`src/rtl/uart_rx_deframer.sv`:
```
// ---------------------------------------------------------------------------
// uart_rx_deframer
//
// Sits directly downstream of uart_rx and gathers the received byte stream
// into one FULL_DATA_SIZE-bit message word, using the same layout that
// uart_tx consumes:
//
//   full_data[FDS-1 -: BYTE_SIZE]            opt byte
//   full_data[FDS-BYTE_SIZE-1 -: BYTE_SIZE]  len byte
//   full_data[BYTE_SIZE*i +: BYTE_SIZE]      payload byte i (receive order)
//
// Unused payload slots read as zero. The wire frame is opt, len, then len
// payload bytes. A finished word is offered on a valid/ready handshake and
// held stable until it is accepted.
//
// Ports
//   CLK        in   single clock, rising edge
//   RST        in   asynchronous active-low reset
//   in_byte    in   byte from uart_rx
//   in_valid   in   1-cycle strobe qualifying in_byte
//   full_data  out  assembled message word
//   out_valid  out  full_data valid, held until out_ready
//   out_ready  in   consumer accepts full_data (ignored unless holding)
//   busy       out  a frame is being collected or is awaiting acceptance
//   err_len    out  1-cycle pulse: len byte exceeds the payload capacity
//   err_tmo    out  1-cycle pulse: inter-byte gap too long inside a frame
//   err_ovr    out  1-cycle pulse: byte arrived while a word was waiting
// ---------------------------------------------------------------------------
module uart_rx_deframer #(
    parameter int unsigned FULL_DATA_SIZE = 40,
    parameter int unsigned BYTE_SIZE      = 8,
    parameter int unsigned TIMEOUT_CYCLES = 4096
) (
    input  logic                      CLK,
    input  logic                      RST,
    input  logic [BYTE_SIZE-1:0]      in_byte,
    input  logic                      in_valid,
    output logic [FULL_DATA_SIZE-1:0] full_data,
    output logic                      out_valid,
    input  logic                      out_ready,
    output logic                      busy,
    output logic                      err_len,
    output logic                      err_tmo,
    output logic                      err_ovr
);

    localparam int unsigned MAX_PAYLOAD = FULL_DATA_SIZE / BYTE_SIZE - 2;
    localparam int unsigned TW          = $clog2(TIMEOUT_CYCLES);

    localparam logic [BYTE_SIZE-1:0] MAX_LEN  = BYTE_SIZE'(MAX_PAYLOAD);
    localparam logic [TW-1:0]        TMO_LAST = TW'(TIMEOUT_CYCLES - 1);

    localparam logic [1:0] ST_IDLE    = 2'd0;
    localparam logic [1:0] ST_LEN     = 2'd1;
    localparam logic [1:0] ST_PAYLOAD = 2'd2;
    localparam logic [1:0] ST_HOLD    = 2'd3;

    // Registered state
    logic [1:0]                state_q, state_d;
    logic [FULL_DATA_SIZE-1:0] data_q,  data_d;
    logic [BYTE_SIZE-1:0]      len_q,   len_d;
    logic [BYTE_SIZE-1:0]      cnt_q,   cnt_d;
    logic [TW-1:0]             tmo_q,   tmo_d;
    logic                      err_len_q, err_len_d;
    logic                      err_tmo_q, err_tmo_d;
    logic                      err_ovr_q, err_ovr_d;

    // Shared action for IDLE and for the HOLD accept-and-restart case:
    // the arriving byte becomes the opt of a fresh frame with an empty payload.
    function automatic logic [FULL_DATA_SIZE-1:0] start_frame(
        input logic [FULL_DATA_SIZE-1:0] cur,
        input logic [BYTE_SIZE-1:0]      opt
    );
        logic [FULL_DATA_SIZE-1:0] w;
        w = cur;
        w[FULL_DATA_SIZE-1 -: BYTE_SIZE] = opt;
        for (int unsigned i = 0; i < MAX_PAYLOAD; i++) begin
            w[i*BYTE_SIZE +: BYTE_SIZE] = '0;
        end
        return w;
    endfunction

    // -----------------------------------------------------------------------
    // Next-state logic
    // -----------------------------------------------------------------------
    always_comb begin
        state_d   = state_q;
        data_d    = data_q;
        len_d     = len_q;
        cnt_d     = cnt_q;
        tmo_d     = tmo_q;
        err_len_d = 1'b0;
        err_tmo_d = 1'b0;
        err_ovr_d = 1'b0;

        case (state_q)
            ST_IDLE: begin
                tmo_d = '0;
                if (in_valid) begin
                    data_d  = start_frame(data_q, in_byte);
                    cnt_d   = '0;
                    state_d = ST_LEN;
                end
            end

            ST_LEN: begin
                if (in_valid) begin
                    tmo_d = '0;
                    if (in_byte > MAX_LEN) begin
                        err_len_d = 1'b1;
                        state_d   = ST_IDLE;
                    end else begin
                        data_d[FULL_DATA_SIZE-BYTE_SIZE-1 -: BYTE_SIZE] = in_byte;
                        len_d   = in_byte;
                        cnt_d   = '0;
                        state_d = (in_byte == '0) ? ST_HOLD : ST_PAYLOAD;
                    end
                end else if (tmo_q == TMO_LAST) begin
                    err_tmo_d = 1'b1;
                    tmo_d     = '0;
                    state_d   = ST_IDLE;
                end else begin
                    tmo_d = tmo_q + TW'(1);
                end
            end

            ST_PAYLOAD: begin
                if (in_valid) begin
                    tmo_d = '0;
                    // Slot decode rather than a variable part-select keeps the
                    // write provably inside the payload field for any cnt value.
                    for (int unsigned i = 0; i < MAX_PAYLOAD; i++) begin
                        if (cnt_q == BYTE_SIZE'(i)) begin
                            data_d[i*BYTE_SIZE +: BYTE_SIZE] = in_byte;
                        end
                    end
                    cnt_d = cnt_q + BYTE_SIZE'(1);
                    if (cnt_q + BYTE_SIZE'(1) == len_q) begin
                        state_d = ST_HOLD;
                    end
                end else if (tmo_q == TMO_LAST) begin
                    err_tmo_d = 1'b1;
                    tmo_d     = '0;
                    state_d   = ST_IDLE;
                end else begin
                    tmo_d = tmo_q + TW'(1);
                end
            end

            ST_HOLD: begin
                tmo_d = '0;
                if (out_ready) begin
                    // Handshake completes; a byte in the same cycle starts
                    // the next frame instead of being reported as an overrun.
                    if (in_valid) begin
                        data_d  = start_frame(data_q, in_byte);
                        cnt_d   = '0;
                        state_d = ST_LEN;
                    end else begin
                        state_d = ST_IDLE;
                    end
                end else if (in_valid) begin
                    err_ovr_d = 1'b1;
                end
            end

            default: begin
                state_d = ST_IDLE;
            end
        endcase
    end

    // -----------------------------------------------------------------------
    // State registers
    // -----------------------------------------------------------------------
    always_ff @(posedge CLK or negedge RST) begin
        if (!RST) begin
            state_q   <= ST_IDLE;
            data_q    <= '0;
            len_q     <= '0;
            cnt_q     <= '0;
            tmo_q     <= '0;
            err_len_q <= 1'b0;
            err_tmo_q <= 1'b0;
            err_ovr_q <= 1'b0;
        end else begin
            state_q   <= state_d;
            data_q    <= data_d;
            len_q     <= len_d;
            cnt_q     <= cnt_d;
            tmo_q     <= tmo_d;
            err_len_q <= err_len_d;
            err_tmo_q <= err_tmo_d;
            err_ovr_q <= err_ovr_d;
        end
    end

    // -----------------------------------------------------------------------
    // Outputs: decoded from registered state only
    // -----------------------------------------------------------------------
    assign full_data = data_q;
    assign out_valid = (state_q == ST_HOLD);
    assign busy      = (state_q != ST_IDLE);
    assign err_len   = err_len_q;
    assign err_tmo   = err_tmo_q;
    assign err_ovr   = err_ovr_q;

endmodule

```
`config.mk`:
```
export PLATFORM = sky130hd
export DESIGN_NAME = uart_rx_deframer
export DESIGN_NICKNAME = d
export VERILOG_FILES = /design/src/rtl/uart_rx_deframer.sv
export SDC_FILE = /design/constraint.sdc
export NUM_CORES = 1
export LEC_CHECK = 0
export BUFFER_PORTS_ARGS = -buffer_cell sky130_fd_sc_hd__buf_2
export CORE_MARGIN = 2
export CORE_UTILIZATION = 50
export CTS_BUF_LIST = sky130_fd_sc_hd__clkbuf_8
export CTS_CLUSTER_DIAMETER = 100
export DETAILED_ROUTE_END_ITERATION = 8
export GPL_TIMING_DRIVEN = 0
export HOLD_SLACK_MARGIN = 0.03
export PLACE_DENSITY = 0.71
export SYNTH_ARGS = -nofsm -noshare
export SYNTH_HDL_FRONTEND = slang
export SYNTH_SLANG_ARGS = --single-unit
```
`constraint.sdc`:
```
create_clock -name CLK -period 3.9 [get_ports CLK]
set_input_delay 0.39 -clock CLK [delete_from_list [all_inputs] [get_ports CLK]]
set_output_delay 0.39 -clock CLK [all_outputs]
set_load 0.02 [all_outputs]
```
# Word-level counts from Yosys, hierarchy flattened
# Index checks and enable logic that the tools add are counted.
word_totals:
  wordCells: 88
  register_bits: 73
  inputBits: 12
  output_inout_bits: 45
classes:
  n_mux: 39
  magnitude_cmp: 1
  n_bitwise: 1
  n_addsub: 2
  reduce_logical: 17
  eq_ne: 16
ops:
  columns: ["cell", "count"]
  rows:
  - ["40-bit 2-to-1 mux", 2]
  - ["8-bit 2-to-1 mux", 10]
  - ["24-bit one-hot mux with 3 select lines", 1]
  - ["8-bit one-hot mux with 4 select lines", 1]
  - ["12-bit 2-to-1 mux", 2]
  - ["24-bit 2-to-1 mux", 1]
  - ["12-bit one-hot mux with 2 select lines", 1]
  - ["8-bit one-hot mux with 3 select lines", 1]
  - ["4-bit AND reduction", 5]
  - ["8-bit zero test", 2]
  - ["8-bit one-hot mux with 2 select lines", 1]
  - ["2-bit 2-to-1 mux", 7]
  - ["2-bit inequality test (second input constant)", 7]
  - ["12-bit by 1-bit adder with 12-bit output (second input constant)", 1]
  - ["12-bit equality test (second input constant)", 1]
  - ["1-bit 2-to-1 mux", 11]
  - ["8-bit by 1-bit adder with 8-bit output (second input constant)", 1]
  - ["8-bit by 1-bit equality test with 1-bit output (second input constant)", 1]
  - ["8-bit by 2-bit equality test with 1-bit output (second input constant)", 1]
  - ["8-bit equality test", 1]
  - ["8-bit by 2-bit > comparator with 1-bit output (second input constant)", 1]
  - ["2-bit one-hot mux with 4 select lines", 1]
  - ["3-bit AND reduction", 2]
  - ["3-bit nonzero test", 2]
  - ["9 further kinds", 12]

# Logic depth before layout (Yosys ltp)
# Gate-level depths: netlist (run 1).
depth:
  ltp_word: 5
  depth_mapped: 8
  mapped_depth_nobuf: 8

# Least setup slack after synthesis (run 1)
# Ideal clock, no wire load.
synth_timing:
  kind: "flip-flop to flip-flop"
  start: "reg cnt_q[0]"
  end: "reg state_q[0]"
  required_time_ns: 3.776
  setup_ns: 0.124
  path_buffers: 0
  period_less_slack_ns: 2.179
  t_arrival_ns: 2.055
  stages_incl_launch_ff: 9
  slack_ns: 1.721
  path_cell_list: "dfrtp_1 > inv_1 > ha_1 > xor2_1 > a311oi_1 > and3_1 > a41oi_2 > or2_1 > a211o_1"
synth_via:
  elab_chain_cells: 4
synth_rtl:
  columns: ["element", "line_no", "rtl"]
  rows:
  - ["start: declaration", "62", "logic [BYTE_SIZE-1:0] cnt_q, cnt_d;"]
  - ["start signal: assignment", "190", "cnt_q <= cnt_d;"]
  - ["8-bit by 1-bit adder with 8-bit output", "138", "if (cnt_q + BYTE_SIZE'(1) == len_q) begin"]
  - ["8-bit equality test", "138", null]
  - ["3-bit inequality test (no source line)", null, null]
  - ["3-bit AND reduction (no source line)", null, null]
  - ["end signal: assignment", "187", "state_q <= state_d;"]
  - ["end: declaration", "59", "logic [1:0] state_q, state_d;"]
# Every way passes these cells.
# A chain may end at the register's enable or synchronous reset.

# Worst setup path after layout (run 1)
# Ends and elaborated chain as after synthesis.

==> results of run 1 <==
==> stage by stage <==
| stage | hold slack [ns] | std cells |
|---|---|---|
| after floorplan | 0.09441 | 293 |
| after global placement | 0.4632 | 429 |
| after detailed placement | 0.3795 | 430 |
| after CTS | 0.3001 | 447 |
| after global routing | 0.3039 | 447 |
| final | 0.3111 | 447 |
==> power by group <==
group	leakage (nW)	switching (mW)	internal, mW
clock	0.113	0.285	0.380
sequential	0.989	0.0866	0.897
combinational	1.00	0.474	0.324
==> logic make-up after synthesis <==
kind of cell    after synthesis
mux                          39
compound gates               35
xor+xnor                     17
flops                        73
fa+ha+maj                    10
simple gates                 99
buf+inv                      20
==> how the worst max path moves through the flow <==
stage	startpoint	end	slack, ns	cells after the start
6_report	cnt_q[0]	state_q[0]	1.43	8
4_1_cts	cnt_q[0]	state_q[0]	1.47	8
3_5_place_dp	cnt_q[0]	state_q[0]	1.48	8
3_3_place_gp	cnt_q[0]	state_q[0]	1.53	8
2_1_floorplan	cnt_q[0]	state_q[0]	1.72	8
5_1_grt	cnt_q[0]	state_q[0]	1.31	8
==> sequential cells by signal (all words and copies together), names as in the netlist <==
register   count
tmo_q         12
err_tmo        1
err_ovr        1
state_q        2
len_q          8
full_data     40
cnt_q          8
err_len        1
==> cell usage in the layout, fill, tap and decap left out, drive strengths merged, types with 10 or more instances in the layout <==
cell type,Yosys,layout
and2,20,20
buf,2,59
clkbuf,8,18
dfrtp,73,73
ha,10,10
inv,9,10
mux2,36,36
nand2,17,17
nand3,11,11
nor2,24,24
xor2,10,10
==> metal layers <==
metal  global-route usage, %  wire (µm)  vias up
li1                        -          -     1158
met1                   27.23       3218     1168
met2                   29.15       3159       50
met3                   4.455        322        9
met4                   7.244         90        0
met5                       0          0        -
==> synthesized netlist by cell type (2+ instances only) <==
library cell and number:
sky130_fd_sc_hd__clkbuf_1 5, sky130_fd_sc_hd__clkbuf_8 2, sky130_fd_sc_hd__or3_1 2, sky130_fd_sc_hd__nor3_1 5, sky130_fd_sc_hd__xnor2_1 7, sky130_fd_sc_hd__nand4_1 3
sky130_fd_sc_hd__inv_1 9, sky130_fd_sc_hd__ha_1 10, sky130_fd_sc_hd__a21o_2 2, sky130_fd_sc_hd__nand2_1 17, sky130_fd_sc_hd__mux2_2 36, sky130_fd_sc_hd__nand3_1 11
sky130_fd_sc_hd__nor2_1 21, sky130_fd_sc_hd__nor2_2 3, sky130_fd_sc_hd__mux2i_1 3, sky130_fd_sc_hd__a21oi_1 7, sky130_fd_sc_hd__nand2b_1 3, sky130_fd_sc_hd__o21ai_0 6
sky130_fd_sc_hd__a22o_1 6, sky130_fd_sc_hd__and2_1 20, sky130_fd_sc_hd__a21o_1 3, sky130_fd_sc_hd__and3_1 5, sky130_fd_sc_hd__xor2_1 10, sky130_fd_sc_hd__nor4_1 2
sky130_fd_sc_hd__and4_1 2, sky130_fd_sc_hd__dfrtp_1 73
==> cell type report <==
type / count / area share [%]
sequential: 73 / 44.76
multi-input combinational: 200 / 36.27
timing repair buffer: 58 / 7.664
clock buffer: 10 / 3.372
buffer: 11 / 2.452
tap: 80 / 2.452
clock inverter: 6 / 2.207
inverter: 9 / 0.8277
==> critical path: stages (launching register included) <==
cell and delay, ns:
sky130_fd_sc_hd__dfrtp_1 0.49, sky130_fd_sc_hd__inv_1 0.12, sky130_fd_sc_hd__ha_1 0.34, sky130_fd_sc_hd__xor2_1 0.18
sky130_fd_sc_hd__a311oi_1 0.28, sky130_fd_sc_hd__and3_1 0.21, sky130_fd_sc_hd__a41oi_2 0.16, sky130_fd_sc_hd__or2_1 0.28
sky130_fd_sc_hd__a211o_1 0.29
==> flow_metrics.py, run 1 <==
metrics = {
    "worst_setup_path": {
        "crit_path_end_kind": "flop",
        "launching_element_type_of_the_critical_path": "flop",
        "critical_path.reg2reg.startpoint": "cnt_q[0]",
        "arrival_ns": 2.69,
        "reg2reg_setup_slack_ns": 1.43,
        "worst-r2r-cell-count": 8,
        "worst_ep_required_time_ns": 4.12,
        "rr_endpoint": "state_q[0]",
        "worst-path-max-fanout": 8,
        "crit_type": "flop to flop",
    },
    "floorplan": {
        "rows": 30,
        "initial_core_util_pct": 51.21,
        "die_area_um2": 7561,
        "die_height_um": 86.96,
        "io_pins": 57,
        "core_area_um2": 6719,
        "die_width_um": 86.96,
    },
    "clocking": {
        "clkLatencyLatePin_ns": 0.34,
        "max-clock-path-buffers": 2,
        "cts_buffers": 9,
        "cts_setup_buffers": 0,
        "cts_max_level": 3,
        "cts_sinks": 73,
        "postCtsResizedCells": 0,
        "hold_buf_count_cts": 1,
        "worst_setup_hold_path_clk_slew_ns": 0.08,
        "tritoncts": "yes",
        "clock-root-buffer": "sky130_fd_sc_hd__clkbuf_8",
    },
    "synth": {
        "synth.area.mux_share_pct": 12.65,
        "yosys.area_share.adder_pct": 3.636,
        "synthesis.nets": 315,
        "synth_simple_gate_area_share_pct": 14.98,
        "synth-edff-count": 0,
        "post_synth_inst_count": 293,
        "synthXorXnorAreaFrac_pct": 4.327,
        "post-synth-top-area-fraction_pct": 53.09,
        "postSynthAreaPerCell_um2": 11.74,
        "synth.yosys.seq_area_share_pct": 53.09,
        "ys.warnings.count": 0,
        "ys_dominant_reg_cell": "sky130_fd_sc_hd__dfrtp_1",
        "largest_family_of_logic_cells_by_synthesized_area": "simple AND/OR/NAND/NOR gates",
        "yosys_register_bits": 73,
        "async_reset_ff_share_pct": 100.0,
        "synth_top_cells_by_area": "sky130_fd_sc_hd__dfrtp_1 (53%), sky130_fd_sc_hd__mux2_2 (12%), sky130_fd_sc_hd__and2_1 (3.6%), sky130_fd_sc_hd__ha_1 (3.6%), sky130_fd_sc_hd__xor2_1 (2.5%)",
        "syn_area_um2": 3441,
        "netlist.top_cell.by_area": "sky130_fd_sc_hd__dfrtp_1",
        "synth_compound_area_share_pct": 7.418,
        "synth_cell_types": 46,
    },
    "route": {
        "post_dr_wirelength_cell_um": 15.19,
        "detail_route.wirelength_um": 6790,
        "drc": 0,
        "first_iter_violations": 92,
        "detailedRoute.firstPassIterationCount": 4,
        "dr_total_vias": 2385,
        "antenna_left": 0,
        "vias_per_cell": 5.336,
    },
    "layout": {
        "layout.nets": 384,
        "areaGrowthSynthToFinish_pct": 18.62,
        "finish.utilization_pct": 60.74,
        "finalInstanceArea_um2": 4081,
        "seqCellArea_um2": 1827,
        "multiInputGateArea_um2": 1480,
        "num_antenna_cells": 0,
        "post_route_cells_drive_above_1_share_pct": 34.06,
        "nFillCells": 551,
    },
    "global_route": {
        "globalRouteOverflowTotal": 0,
        "wire_length_of_the_first_global_routing_pass_um": 11250,
        "grt_pass1_vias": 2298,
        "number_of_antenna_violations_at_the_first_check_in_global_routing": 0,
        "pin_count_of_the_biggest_net_entering_global_routing": 39,
        "global_route.usage.total_pct": 19.30,
    },
    "power_and_ir_drop": {
        "total_power_mw": 2.447,
        "vdd_drop_max_uv": 294.0,
        "p_per_area_nw_per_um2": 599.6,
        "power_leakage_nw": 2.101,
    },
    "sta": {
        "worst_slack_ns": 1.432,
        "worst_clock_skew_ns": 0.01147,
        "setup_viol": 0,
        "tcrit_tclk_final_pct": 63.27,
        "slew_viol_final": 0,
        "hold_viol_final": 0,
        "max_slew.worst_pin.slew_ns": 0.5620,
        "grt_setup_unrepaired": "false",
        "relSlewSlack_pct": 62.49,
        "timing.fmax_mhz": 405.3,
        "final_period_minus_worst_setup_slack_ns": 2.468,
        "finalSetupTns_ns": 0,
    },
    "placed_design": {
        "io_buffers": 56,
        "gp_congestion": 0.8186,
        "detailed_placer_s_ending_hpwl_um": 4740,
        "post_dp_cell_area_um2": 3844,
        "dpl_worst_slack_ns": 1.478,
    },
    "min_path": {
        "hold_path_startpoint": "in_byte[7]",
        "worst_hold_path_type": "input pin to flop",
        "whs_endpoint": "full_data[39]",
        "worstHoldPathCells": 2,
    },
    "run_status": {
        "outcome": "completed",
    },
    "run": {
        "maximum_capacitance_violations": 0,
    },
}
No activity file was read; power rests on OpenSTA's default activity.
==> run 2: changes to the inputs <==
Settings changed: PLACE_DENSITY 0.71 to 0.74.
Clock period 3.9 ns to 2.2 ns, I/O delays scaled along.
==> run 2 against run 1 <==
Effect of this change: worst hold slack worse by 0.19 ns; sequential cell count stayed put; wire length is 4.1% higher; first-iteration DRC count is 39% higher; critical endpoint unchanged; largest cell class unchanged.
==> flow_metrics.py, run 2 (synthesis results as in run 1) <==
metrics = {
    "run_status": {
        "outcome": "completed",
    },
    "route": {
        "post_dr_wirelength_cell_um": 15.75,
        "detailedRoute.firstPassIterationCount": 5,
        "vias_per_cell": 5.325,
        "dr_total_vias": 2391,
        "detail_route.wirelength_um": 7071,
        "first_iter_violations": 128,
        "drc": 0,
        "antenna_left": 0,
    },
    "worst_setup_path": {
        "arrival_ns": 2.36,
        "crit_path_end_kind": "flop",
        "crit_type": "flop to flop",
        "launching_element_type_of_the_critical_path": "flop",
        "worst-path-max-fanout": 3,
        "worst_ep_required_time_ns": 2.43,
    },
    "clocking": {
        "cts_buffers": 9,
        "clkLatencyLatePin_ns": 0.36,
        "tritoncts": "yes",
        "worst_setup_hold_path_clk_slew_ns": 0.09,
        "clock-root-buffer": "sky130_fd_sc_hd__clkbuf_8",
        "cts_max_level": 3,
        "max-clock-path-buffers": 2,
        "cts_sinks": 73,
    },
    "floorplan": {
        "rows": 30,
        "core_area_um2": 6719,
        "io_pins": 57,
        "die_height_um": 86.96,
        "die_width_um": 86.96,
        "initial_core_util_pct": 51.21,
        "die_area_um2": 7561,
    },
    "layout": {
        "final_cell_count_no_fill": 449,
        "final_cell_mix": "sky130_fd_sc_hd__dfrtp_1 (72), sky130_fd_sc_hd__buf_2 (56), sky130_fd_sc_hd__mux2_2 (36)",
        "areaGrowthSynthToFinish_pct": 21.24,
        "layout.nets": 386,
        "nFillCells": 541,
        "num_antenna_cells": 0,
        "largest_register_ff_count": 40,
        "finish.utilization_pct": 62.09,
        "post_route_cells_drive_above_1_share_pct": 36.86,
        "final_common_cell": "sky130_fd_sc_hd__dfrtp_1",
    },
    "sta": {
        "hold_viol_final": 0,
        "max_slew.worst_pin.slew_ns": 0.4951,
        "timing.hold.ws_ns": 0.1228,
        "tcrit_tclk_final_pct": 96.59,
        "worst_clock_skew_ns": 0.01331,
        "timing.fmax_mhz": 470.6,
        "setup_viol": 0,
        "worst_slack_ns": 0.07503,
        "slew_viol_final": 0,
        "final_period_minus_worst_setup_slack_ns": 2.125,
        "relSlewSlack_pct": 66.69,
        "grt_setup_unrepaired": "false",
    },
    "placed_design": {
        "detailed_placer_s_ending_hpwl_um": 4842,
        "placedCellCount": 430,
        "dpl_worst_slack_ns": -0.2758,
        "io_buffers": 56,
        "gp_congestion": 0.8593,
    },
    "global_route": {
        "pin_count_of_the_biggest_net_entering_global_routing": 44,
        "globalRouteOverflowTotal": 0,
        "wire_length_of_the_first_global_routing_pass_um": 11680,
        "number_of_antenna_violations_at_the_first_check_in_global_routing": 0,
        "grt_pass1_vias": 2408,
        "global_route.usage.total_pct": 20.17,
    },
    "run": {
        "maximum_capacitance_violations": 0,
    },
    "power_and_ir_drop": {
        "vdd_drop_max_uv": 777.3,
        "p_per_area_nw_per_um2": 1085,
        "power_leakage_nw": 2.120,
    },
    "min_path": {
        "worst_hold_path_type": "input pin to flop",
    },
}
==> run 2: where the power goes <==
group          total, mW  internal (mW)  switching (mW)
combinational       1.52          0.614           0.903
clock               1.27          0.752           0.514
sequential          1.74           1.59           0.150
total               4.52           2.96            1.57
==> run 2: stage by stage <==
| step | area [µm²] | setup TNS [ns] | total power, mW |
|---|---|---|---|
| 6_report | 4172 | 0 | 4.525 |
| 5_1_grt | 4172 | 0 | 4.753 |
| 4_1_cts | 4118 | 0 | 4.507 |
| 3_5_place_dp | 3844 | -0.4682 | 3.212 |
| 3_3_place_gp | 3821 | -0.3154 | 3.166 |
| 2_1_floorplan | 3441 | 0 | 2.734 |
==> run 2: path summary, 6_finish.rpt <==
kind | to | from | depth (start not counted) | slack, ns
setup / recovery | state_q[0] | cnt_q[0] | 8 | 0.08
hold reg to reg | full_data[30] | full_data[30] | 1 | 0.48
hold / removal | full_data[39] | in_byte[7] | 2 | 0.12
setup reg to reg | state_q[0] | cnt_q[0] | 8 | 0.08
min in group asynchronous | full_data[10] | RST | 2 | 0.34
max in group asynchronous | full_data[18] | RST | 3 | 1.30
==> run 2: layout make-up <==
class	count	area [µm²]	share of cell area, %
multi-input combinational	200	1528	36.62
inverter	9	36.28	0.8698
sequential	73	1828	43.82
clock buffer	9	123.9	2.969
clock inverter	7	118.9	2.849
timing repair buffer	61	339.1	8.128
buffer	10	97.59	2.340
tap	80	100.1	2.400
==> run 2: worst max-delay path: stages, from the launching register on <==
cell	delay (ns)
sky130_fd_sc_hd__dfrtp_2	0.44
sky130_fd_sc_hd__inv_4	0.07
sky130_fd_sc_hd__ha_4	0.20
sky130_fd_sc_hd__xor2_1	0.16
sky130_fd_sc_hd__a311oi_1	0.22
sky130_fd_sc_hd__and3_1	0.24
sky130_fd_sc_hd__a41oi_2	0.16
sky130_fd_sc_hd__or2_1	0.26
sky130_fd_sc_hd__a211o_1	0.25
==> run 2: metal layers <==
layer / routed length, µm / share of wire, % / up-vias / track usage (%)
met5: 0 / 0 / - / 0
met4: 155 / 2.2 / 0 / 9.091
met3: 338 / 4.8 / 15 / 5.213
met2: 3291 / 47 / 50 / 31.09
met1: 3285 / 46 / 1163 / 26.79
li1: - / - / 1163 / -
==> run 2: repair_timing <==
action	in CTS	in global routing
gates cloned	0	0
resized for setup	3	12
setup buffers	2	1
pin swaps	4	3
hold endpoints to repair	30	0
setup endpoints to repair	2	36
hold buffers	1	0
